<file path="src/rtl/hazard_sequencer.sv">
// hazard_sequencer: pipeline hazard / halt sequencing controller.
// Decides pc/IF-ID write enables and flushes from memory stalls, taken
// branches, load-use hazards, jumps and halts; drains the pipeline after
// HLT and parks in HALTED until reset.
// Optional build macro: HAZARD_STALL_CNT_EN enables the stall_cycles counter;
// when undefined stall_cycles is tied to zero.
module hazard_sequencer (
    input  logic        clk,
    input  logic        reset_n,
    input  logic        id_valid,
    input  logic [1:0]  id_rs1,
    input  logic [1:0]  id_rs2,
    input  logic        id_uses_rs1,
    input  logic        id_uses_rs2,
    input  logic        ex_mem_read,
    input  logic [1:0]  ex_rd,
    input  logic        ex_branch_taken,
    input  logic        id_jump,
    input  logic        id_halt,
    input  logic        mem_busy,
    output logic        pc_write,
    output logic        ifid_write,
    output logic        ifid_flush,
    output logic        idex_flush,
    output logic        halted,
    output logic [15:0] num_inst,
    output logic [15:0] stall_cycles
);

    typedef enum logic [1:0] {
        ST_RUN    = 2'd0,
        ST_DRAIN  = 2'd1,
        ST_HALTED = 2'd2
    } state_t;

    state_t      r_state;
    state_t      w_next_state;
    logic [1:0]  r_drain_cnt;
    logic [1:0]  w_next_cnt;
    logic        r_halted;
    logic [15:0] r_num_inst;
    logic        w_load_use;
    logic        w_accept;
    logic        w_enter_drain;

    assign w_load_use = id_valid & ex_mem_read &
                        ((id_uses_rs1 & (id_rs1 == ex_rd)) |
                         (id_uses_rs2 & (id_rs2 == ex_rd)));

    // An instruction moves into EX only in RUN when nothing of higher
    // precedence (busy, branch, load-use) claims the cycle; HLT counts here too.
    assign w_accept      = (r_state == ST_RUN) & ~mem_busy & ~ex_branch_taken &
                           ~w_load_use & id_valid;
    assign w_enter_drain = w_accept & ~id_jump & id_halt;

    // State, drain counter and halted flag registers.
    always_ff @(posedge clk or negedge reset_n) begin
        if (!reset_n) begin
            r_state     <= ST_RUN;
            r_drain_cnt <= '0;
            r_halted    <= 1'b0;
        end else begin
            r_state     <= w_next_state;
            r_drain_cnt <= w_next_cnt;
            r_halted    <= (w_next_state == ST_HALTED);
        end
    end

    // Next-state and drain-counter logic.
    always_comb begin
        w_next_state = r_state;
        w_next_cnt   = r_drain_cnt;
        case (r_state)
            ST_RUN: begin
                if (w_enter_drain) begin
                    w_next_state = ST_DRAIN;
                    w_next_cnt   = 2'd3;
                end
            end
            ST_DRAIN: begin
                if (!mem_busy) begin
                    w_next_cnt = r_drain_cnt - 2'd1;
                    if (r_drain_cnt == 2'd1) begin
                        w_next_state = ST_HALTED;
                    end
                end
            end
            ST_HALTED: begin
                w_next_state = ST_HALTED;
            end
            default: begin
                w_next_state = ST_RUN;
                w_next_cnt   = '0;
            end
        endcase
    end

    // Pipeline register controls from state and current hazards.
    always_comb begin
        pc_write   = 1'b0;
        ifid_write = 1'b0;
        ifid_flush = 1'b0;
        idex_flush = 1'b0;
        case (r_state)
            ST_RUN: begin
                if (mem_busy) begin
                    pc_write   = 1'b0;
                end else if (ex_branch_taken) begin
                    pc_write   = 1'b1;
                    ifid_write = 1'b1;
                    ifid_flush = 1'b1;
                    idex_flush = 1'b1;
                end else if (w_load_use) begin
                    idex_flush = 1'b1;
                end else if (id_valid & id_jump) begin
                    pc_write   = 1'b1;
                    ifid_write = 1'b1;
                    ifid_flush = 1'b1;
                end else if (id_valid & id_halt) begin
                    ifid_flush = 1'b1;
                end else begin
                    pc_write   = 1'b1;
                    ifid_write = 1'b1;
                end
            end
            ST_DRAIN: begin
                ifid_flush = 1'b1;
                idex_flush = 1'b1;
            end
            default: begin
                pc_write   = 1'b0;
            end
        endcase
    end

    // Retired-into-EX instruction counter, wraps naturally at 16 bits.
    always_ff @(posedge clk or negedge reset_n) begin
        if (!reset_n) begin
            r_num_inst <= '0;
        end else if (w_accept) begin
            r_num_inst <= r_num_inst + 16'd1;
        end
    end

`ifdef HAZARD_STALL_CNT_EN
    logic [15:0] r_stall_cycles;

    // Counts RUN cycles lost to memory busy or a load-use hazard.
    always_ff @(posedge clk or negedge reset_n) begin
        if (!reset_n) begin
            r_stall_cycles <= '0;
        end else if ((r_state == ST_RUN) && (mem_busy || w_load_use)) begin
            r_stall_cycles <= r_stall_cycles + 16'd1;
        end
    end

    assign stall_cycles = r_stall_cycles;
`else
    assign stall_cycles = '0;
`endif

    assign halted   = r_halted;
    assign num_inst = r_num_inst;

endmodule

</file>
<file path="config.mk">
export PLATFORM = sky130hd
export DESIGN_NAME = hazard_sequencer
export DESIGN_NICKNAME = d
export VERILOG_FILES = /design/src/rtl/hazard_sequencer.sv
export SDC_FILE = /design/constraint.sdc
export NUM_CORES = 1
export LEC_CHECK = 0
export ABC_AREA = 1
export ABC_CLOCK_PERIOD_IN_PS = 1680
export CAP_MARGIN = 40
export CORE_UTILIZATION = 46
export CTS_BUF_LIST = sky130_fd_sc_hd__clkbuf_8
export CTS_CLUSTER_DIAMETER = 100
export CTS_CLUSTER_SIZE = 25
export DETAILED_ROUTE_END_ITERATION = 8
export PLACE_DENSITY = 0.9
export REMOVE_ABC_BUFFERS = 1
export SETUP_SLACK_MARGIN = 0.02
export SLEW_MARGIN = 20
export SYNTH_ARGS = -nofsm -noshare
export SYNTH_HDL_FRONTEND = slang
export SYNTH_SLANG_ARGS = --single-unit
export TNS_END_PERCENT = 20
</file>
<file path="constraint.sdc">
create_clock -name clk -period 1.68 [get_ports clk]
set_input_delay 0.336 -clock clk [delete_from_list [all_inputs] [get_ports clk]]
set_output_delay 0.336 -clock clk [all_outputs]
set_load 0.05 [all_outputs]
</file>
==> metrics.txt <==
Pwr Density=1600 nW/um2; most frequent cells after synthesis=nand2_1 (54), dfrtp_1 (21), inv_1 (20); Critical Path Max Stage Delay=0.40 ns; die area=3400 um2; Seq pwr share=0.276; Place WS=-0.591 ns; Fillers=259; Worst-path clk slew=0.08 ns; Sequential Area=526 um2; Post-Route Setup TNS=-1.38 ns; worst path required time=1.34 ns; placed insts=284; Max-cap violations=0; multi-input logic area=806 um2; CP max stage cell=dfrtp_1; total power=0.00322 W; EDFF count, synth=0; Starting Density=0.482; initial antenna violation count=0; I/O pin count=53; Cells after Synth=193; final setup fails=20; H-tree level count=1; Pint=0.00159 W; Static Leak=0.980 nW; detailed-routed wire length on met3=137 um; Cell variety after synth=26; flops & latches, synth=21; Met2 Wirelength=1690 um; max-slew violation count=0; Post-DP HPWL=2550 um; Final ANT Viol Nets=0; global-route wire length before repair=5440 um; post-layout worst setup margin=-0.178 ns; DR DRC count=0; Die Height=58.3 um; failing checks=setup timing; Comb pwr share=0.620; total global routing overflow=0; CP startpoint kind=register; switching part of the total power=0.506; vias in the first global route=1225; Core ar.=3030 um2; top fanout value on the critical path=4; RSZ-0062 raised after global routing=true; via count=1391; cell area after synthesis=1460 um2; status=complete, but fails checks; layout cell share with drive strength beyond 1=0.246; CTS tree=done; Detailed Route WL=3360 um; drt wl/cell=11.7 um; Post-Layout Cell Count=288; largest cells by area after synthesis=dfrtp_1 (36%), nand2_1 (14%), buf_4 (9.3%); most common cell in the synthesized netlist=nand2_1; Fin. Hold Viols=0; diode count=0; asr flop ratio synth=1.00; ys flop type=dfrtp_1; post-synthesis average cell area=7.57 um2; CTS max path bufs=2; CTS sink cnt=21; Iter 0 DRT Violations=93; Final Cycle Share=1.11; Area growth syn-to-layout=37.7%; Row Count=20; crit path kind=register to output port; Clk pwr share=0.105; dominant cell type by area after synthesis=dfrtp_1; DIE WIDTH=58.3 um; Ys Warns=0; worst min path class=primary input to asynchronous set/reset pin; Yosys top cell area share=0.360; CTS buffer count=3; CTS Hold Buffers Added=0; worst skew pair latency=0.26 ns; Final GP Congestion=0.865; GRT Util Overall=0.209; VDD IR-drop max=0.703 mV; crit path DAT=1.52 ns; fin nets=263; Worst Skew=0.00505 ns; DRT Pass-1 Iters=7; Via density=4.83; crit path capture type=output port; max layer used=met4; port bufs=36; worst-path cell chain=or2_1 -> or2_4 -> nor2_4 -> buf_12; Peak Freq=538 MHz; P_sw=0.00163 W; clock root buffer=clkbuf_8; WL met1=1450 um; minimum clock period=1.86 ns; sequential area share after synthesis=0.360; largest net degree at the start of global routing=22
power by group through the flow:
stage	Clock (W)	Combinational, W	Sequential, W
finish	0.000337	0.00199	0.000888
global route	0.000365	0.00212	0.000918
CTS	0.000343	0.00197	0.000881
detailed placement	0	0.00194	0.000891
global placement	0	0.00190	0.000885
floorplan	0	0.000670	0.00140
cell usage in the layout (no fill, tap or decap), types with 3 or more instances in the layout:
| cell | synthesis | layout |
|---|---|---|
| xor2_1 | 6 | 6 |
| dfrtp_1 | 21 | 21 |
| buf_12 | 0 | 6 |
| o21ai_2 | 3 | 4 |
| xnor2_1 | 4 | 4 |
| nor3_1 | 6 | 6 |
| nand4_1 | 4 | 4 |
| clkdlybuf4s50_1 | 0 | 7 |
| nand3b_1 | 5 | 5 |
| nand2_2 | 0 | 3 |
| a21oi_1 | 6 | 3 |
| nand3_1 | 10 | 9 |
| a21oi_2 | 0 | 3 |
| nor2_1 | 10 | 9 |
| o21ai_0 | 13 | 11 |
| clkbuf_8 | 0 | 3 |
| dlygate4sd2_1 | 0 | 7 |
| buf_4 | 18 | 28 |
| conb_1 | 1 | 16 |
| nand2_1 | 54 | 51 |
| inv_1 | 20 | 19 |
registers in the layout, indices dropped and copies added (netlist names):
signal / flops
halted: 1
num_inst: 16
r_state: 2
r_drain_cnt: 2
through the flow:
| stage | util | hold WS [ns] | area (um2) |
|---|---|---|---|
| floorplan | - | 0.0404 | 1370 |
| global placement | 0.633 | 0.504 | 1920 |
| detailed placement | 0.633 | 0.504 | 1920 |
| CTS | 0.657 | 0.432 | 1990 |
| global route | 0.664 | 0.448 | 2010 |
| finish | 0.664 | 0.420 | 2010 |
cell families (layout without fill, tap and decap cells):
| group | Yosys count | after routing | synth area share |
|---|---|---|---|
| simple gates | 95 | 95 | 0.301 |
| buf+inv | 40 | 76 | 0.160 |
| compound gates | 23 | 23 | 0.0883 |
| flops | 21 | 21 | 0.360 |
| xor+xnor | 11 | 11 | 0.0711 |
| fa+ha+maj | 2 | 2 | 0.0171 |
| other cells | 1 | 16 | 0.00257 |
area by class of cell:
class,instances,share of cell area
clock inverters,1,0.00249
clock buffers,3,0.0205
flip-flops and latches,21,0.261
inverters,21,0.0417
multi-input cells,147,0.401
well taps,44,0.0274
repair buffers,51,0.246
routing by layer:
metal	vias to the layer above	track usage
li1	690	-
met1	640	0.267
met2	51	0.353
met3	10	0.0418
met4	0	0.0782
met5	-	0
timing repair:
| item | 4_1_cts | 5_1_grt |
|---|---|---|
| pin swaps | 9 | 4 |
| buffers inserted | 1 | 1 |
| resized for setup | 24 | 3 |
| endpoints found under the setup margin | 22 | 13 |
worst max-delay path: cells and delay by family, from the launching register on:
family | cells | cell delay [ns]
flip-flops | 1 | 0.40
AND/OR/NAND/NOR | 3 | 0.70
buffers and inverters | 1 | 0.16
worst paths after layout:
check	start	end	slack [ns]	cells past startpoint
worst max register to register	r_state[1]	num_inst[4]	-0.12	9
min in group clk	r_drain_cnt[1]	r_drain_cnt[1]	0.52	2
worst max-delay path	r_state[1]	ifid_write	-0.18	4
worst min register to register	r_drain_cnt[1]	r_drain_cnt[1]	0.52	2
worst min-delay path	reset_n	num_inst[11]	0.42	2
max in group asynchronous	reset_n	num_inst[3]	1.04	2
Power figures use the tool's default switching activity.
